<file path="src/rtl/clk_div_chain.sv">
// Purpose: N-channel clock-enable generator with one tick and one 50% square output per channel, each counting clk or the previous tick.
// Latency: tick/clk_out/pending are registered (1 clk); each cascade stage adds 1 clk behind its source tick.
// Backpressure: cfg_ready drops while the addressed channel already holds an unapplied divisor; out-of-range channels always accept and drop the write.
module clk_div_chain #(
  parameter int N  = 4,
  parameter int W  = 20,
  parameter int CW = 4,
  parameter logic [N*W-1:0] DIV_INIT = {N{{{(W-1){1'b0}}, 1'b1}}}
) (
  input  logic          clk,
  input  logic          rst,
  input  logic          en,
  input  logic          sync_clr,
  input  logic [N-1:0]  cascade,
  input  logic          cfg_valid,
  input  logic [CW-1:0] cfg_ch,
  input  logic [W-1:0]  cfg_div,
  output logic          cfg_ready,
  output logic [N-1:0]  tick,
  output logic [N-1:0]  clk_out,
  output logic [N-1:0]  pending
);

  logic [W-1:0] cnt     [N];
  logic [W-1:0] div     [N];
  logic [W-1:0] nxt_div [N];

  logic [N-1:0] src;
  logic [N-1:0] accept;
  logic [N-1:0] term;
  logic [N-1:0] apply;
  logic         run;

  // Ready is low only when the addressed in-range channel still holds a write.
  always_comb begin
    cfg_ready = 1'b1;
    for (int i = 0; i < N; i++) begin
      if (cfg_ch == CW'(i)) cfg_ready = ~pending[i];
    end
  end

  // Source event: every cycle in parallel mode, previous channel's registered tick in cascade mode.
  always_comb begin
    src    = ~cascade;
    src[0] = 1'b1;
    for (int i = 1; i < N; i++) begin
      if (cascade[i]) src[i] = tick[i-1];
    end
  end

  // Per-channel terminal count, write acceptance and divisor apply conditions.
  always_comb begin
    run    = en & ~sync_clr;
    accept = '0;
    term   = '0;
    apply  = '0;
    for (int i = 0; i < N; i++) begin
      accept[i] = cfg_valid & cfg_ready & (cfg_ch == CW'(i));
      term[i]   = run & (div[i] != '0) & src[i] & (cnt[i] == div[i] - W'(1));
      // An idle channel takes a new divisor immediately; a running one waits for its terminal count.
      apply[i]  = pending[i] & (term[i] | (run & (div[i] == '0)));
    end
  end

  // Counter, tick, square output and divisor reload state for all channels.
  always_ff @(posedge clk or negedge rst) begin
    if (!rst) begin
      for (int i = 0; i < N; i++) begin
        cnt[i]     <= '0;
        div[i]     <= DIV_INIT[W*i +: W];
        nxt_div[i] <= '0;
      end
      tick    <= '0;
      clk_out <= '0;
      pending <= '0;
    end else begin
      for (int i = 0; i < N; i++) begin
        if (sync_clr) begin
          cnt[i]     <= '0;
          tick[i]    <= 1'b0;
          clk_out[i] <= 1'b0;
        end else if (!en) begin
          tick[i] <= 1'b0;
        end else if (div[i] == '0) begin
          cnt[i]     <= '0;
          tick[i]    <= 1'b0;
          clk_out[i] <= 1'b0;
        end else if (term[i]) begin
          cnt[i]  <= '0;
          tick[i] <= 1'b1;
          // Reloading a zero divisor parks the square output low.
          clk_out[i] <= (apply[i] && nxt_div[i] == '0) ? 1'b0 : ~clk_out[i];
        end else if (src[i]) begin
          cnt[i]  <= cnt[i] + W'(1);
          tick[i] <= 1'b0;
        end else begin
          tick[i] <= 1'b0;
        end

        // Accept and apply are exclusive: accept needs pending low, apply needs it high.
        if (accept[i]) begin
          nxt_div[i] <= cfg_div;
          pending[i] <= 1'b1;
        end else if (apply[i]) begin
          div[i]     <= nxt_div[i];
          pending[i] <= 1'b0;
        end
      end
    end
  end

endmodule

</file>
<file path="config.mk">
export PLATFORM = sky130hd
export DESIGN_NAME = clk_div_chain
export DESIGN_NICKNAME = d
export VERILOG_FILES = /design/src/rtl/clk_div_chain.sv
export SDC_FILE = /design/constraint.sdc
export NUM_CORES = 1
export LEC_CHECK = 0
export ABC_CLOCK_PERIOD_IN_PS = 3300
export BUFFER_PORTS_ARGS = -buffer_cell sky130_fd_sc_hd__clkbuf_2
export CORE_ASPECT_RATIO = 1.1
export CORE_MARGIN = 3
export CORE_UTILIZATION = 30
export CTS_BUF_LIST = sky130_fd_sc_hd__clkbuf_8
export CTS_CLUSTER_SIZE = 25
export DETAILED_ROUTE_END_ITERATION = 10
export SYNTH_ARGS = -nofsm -noshare
export SYNTH_HDL_FRONTEND = slang
export SYNTH_SLANG_ARGS = --single-unit
</file>
<file path="constraint.sdc">
create_clock -name clk -period 3.3 [get_ports clk]
set_input_delay 0.165 -clock clk [delete_from_list [all_inputs] [get_ports clk]]
set_output_delay 0.165 -clock clk [all_outputs]
set_load 0.02 [all_outputs]
</file>
==> summary.md <==
| Metric | Value |
|---|---|
| Setup TNS | 0 ns |
| H-tree Lvls | 2 |
| Overall power | 10.77 mW |
| Critical Path Slowest Stage Cell | or4_4 |
| Layout cells sized above 1 | a little over a quarter |
| Starting Density | 30.41% |
| Commonest cells post-synth | dfrtp_1, mux2_2, nor2_1 |
| Post-Route WL | 39,110 µm |
| Largest net degree at the start of global routing | between 100 and 150 |
| Gp weighted congestion | 0.9069 |
| Worst setup margin | 0.02626 ns |
| Sequential cell area fraction in the yosys report | ~44% |
| WP buf/inv | 1 |
| Maximum clock rate | around 0.31 GHz |
| MaxCap Viol Count | 0 |
| Initial antenna violation count | 0 |
| CTS Root Cell | clkbuf_8 |
| Crit Path Category | reg2reg |
| Later-pin clock latency in the skew report | roughly 0.58 ns |
| Synth Register Bits | 252 |
| Multi-input gate area | roughly 0.0077 mm² |
| PortBufs | 44 |
| Num ports | 46 |
| DR vias/cell | ~5.2 |
| CTS max path bufs | 3 |
| Cell Rows | 83 |
| Post-Synthesis Cells | 1,373 |
| Tightest Pin Transition | 1.067 ns |
| Die height | 234.5 µm |
| Final period utilization | 99.20% |
| Most common cell in the netlist | dfrtp_1 |
| First-pass GRT wire length | 62,510 µm |
| Worst EP required | 3.75 ns |
| Unrepaired setup endpoints after global routing | yes |
| Pre-antenna DRT Iters | 5 |
| Worst IR drop on VDD | 0.0004293 V |
| Power Density | 629.8 mW/mm² |
| GRT Total Usage | 15.63% |
| Final count of hold timing violations | 0 |
| Critical path's most frequent cell | or4_4 |
| Status | complete, no violations |
| Critical Path Sink Type | flop |
| Area leader, netlist | dfrtp_1 |
| CP Launch Type | flop |
| Delay-heaviest family, CP | simple AND/OR/NAND/NOR gates |
| Minimum clock period | 3.274 ns |
| Wire per inst | 17.88 µm |
| Setup WS pre-CTS | -0.07800 ns |
| Die area | approximately 0.05 mm² |
| Worst path cell trace | or4_4 > or4_4 > nor4_4 > o22ai_1 > or4_4 > nor3b_4 > o21ai_2 > buf_12 > mux2_4 |
| Max transition margin | 28.60% |
| CP max FO | 16 |
| Nets | 1,563 |
| Post-synth cell types | 86 |
| Die Width | 213.7 µm |
| EDFF count, synth | 0 |
| Synth warn | 0 |
| DPL Wire Length | between 20,000 and 30,000 µm |
| Max-slew violation count | 0 |
| Core area | 0.04684 mm² |
| Synth area leaders | dfrtp_1, mux2_2, xor2_1 |
| Worst Reg-to-Reg Cells | 9 |
| TritonCTS clock tree | yes |
| Post-route ant nets | 0 |
| Vias in the first global route | roughly 11,000 |
| Num CTS Buffers | 43 |
| Mapped cell area | approximately 0.014 mm² |
| Vias | about 11,000 |
| Fin Clk Skew | approximately 0.028 ns |
| Asr flop ratio synth | 100.0% |
| Fill count | 4,665 |
| Top-area cell type share of the netlist area | 43.58% |
| # DRC | 0 |
| Clock sinks | 252 |
| Hold Path Class | in2reg |
| GRT overflow | 0 |
| Initial DRC Count | 821 |
| Final setup fails | 0 |
| Worst path depth | 9 |
| Pleak | 7.653 nW |
| Syn nets | 1,418 |
| Reg clk slew, reported paths | 0.06 ns |
| Critical Path AT | 3.73 ns |
| Hold-critical path depth | 2 |
| Synth Flop Type | dfrtp_1 |
| Seq. cell area | 0.006311 mm² |
| Avg Inst Size Synth | 10.37 µm² |
| # diodes | 0 |
| Area grow syn2layout | 20.11% |
| Worst path max stage delay | 0.55 ns |
## per-layer routing
layer | vias to the layer above | wire [µm] | track usage, %
met1 | 5623 | 17850 | 21.14
met4 | 0 | 1002 | 4.565
met2 | 266 | 18470 | 25.97
met3 | 61 | 1795 | 2.412
met5 | - | 0 | 0
li1 | 5326 | - | -
## path summary, 6_finish.rpt
| path | slack (ns) | start | to |
|---|---|---|---|
| max | 0.03 | div[8]$_DFFE_PN0P_ | div[15]$_DFFE_PN0P_ |
| min | 0.04 | cfg_div[13] | nxt_div[53]$_DFFE_PN0P_ |
| max reg2reg | 0.03 | div[8]$_DFFE_PN0P_ | div[15]$_DFFE_PN0P_ |
| min reg2reg | 0.52 | nxt_div[74]$_DFFE_PN0P_ | nxt_div[74]$_DFFE_PN0P_ |
| max in group asynchronous | 2.18 | rst | nxt_div[5]$_DFFE_PN0P_ |
| min in group asynchronous | 0.18 | rst | cnt[50]$_DFFE_PN0P_ |
## flip-flops by register name, summed over array words and instances (netlist names)
signal	flops
clk_out	4
cnt	80
div	80
nxt_div	80
pending	4
tick	4
## worst register-to-register path: cells and delay by family, from the launching register on
family | cells | cell delay (ns)
buf+inv | 1 | 0.18
compound gates | 2 | 0.25
mux | 1 | 0.31
flops | 1 | 0.39
simple gates | 5 | 2.04
## timing repair
item,CTS,global route
hold buffers,17,0
pin swaps,0,7
resized for setup,2,33
endpoints found under the hold margin,167,0
buffers inserted,0,4
endpoints found under the setup margin,6,92
## report_power, final
part / total (mW) / internal [mW] / switching (mW)
combinational: 3.83 / 1.85 / 1.97
sequential: 4.07 / 3.55 / 0.522
clock: 2.88 / 1.57 / 1.30
total: 10.8 / 6.97 / 3.80
## per-stage QoR
step | utilization [%] | instances | instance area [µm²] | hold slack (ns)
after global placement | 33.83 | 2089 | 15850 | 0.3031
after detailed placement | 33.83 | 2089 | 15850 | 0.3071
after floorplan | - | 1373 | 14240 | -0.1306
after CTS | 36.09 | 2183 | 16900 | 0.008244
after global routing | 36.52 | 2187 | 17110 | 0.02028
final | 36.52 | 2187 | 17110 | 0.04077
## final cells by class
class	count	share of cell area (%)
Clock inverter	22	0.7242
Multi-Input combinational cell	1024	45.15
Clock buffer	55	4.425
Sequential cell	252	36.90
Tap cell	637	4.659
Inverter	33	0.7242
Timing Repair Buffer	164	7.417
## logic make-up (layout without fill, tap and decap cells)
family          Yosys count  in the layout  synth area share [%]
xor+xnor                156            156                 9.594
mux                     159            159                 13.00
simple gates            528            528                 20.70
compound gates          169            169                 8.549
buf+inv                  97            274                 2.785
flops                   252            252                 44.32
fa+ha+maj                12             12                 1.054
## cells in the final DEF, fill, tap and decap left out, types with 17 or more instances in the layout
cell | synthesis | final
mux2_2 | 138 | 138
clkbuf_2 | 1 | 43
nor3_1 | 59 | 57
nor4_1 | 47 | 42
inv_1 | 33 | 47
xnor2_1 | 67 | 66
nand4_1 | 37 | 37
clkbuf_8 | 0 | 55
dfrtp_1 | 248 | 248
o21ai_0 | 33 | 31
nand3_1 | 39 | 39
xor2_1 | 89 | 89
or3_1 | 18 | 18
buf_4 | 1 | 94
a21oi_1 | 21 | 20
nor2_1 | 118 | 118
nand2_1 | 69 | 68
dlygate4sd3_1 | 0 | 17
Power figures use the tool's default switching activity.
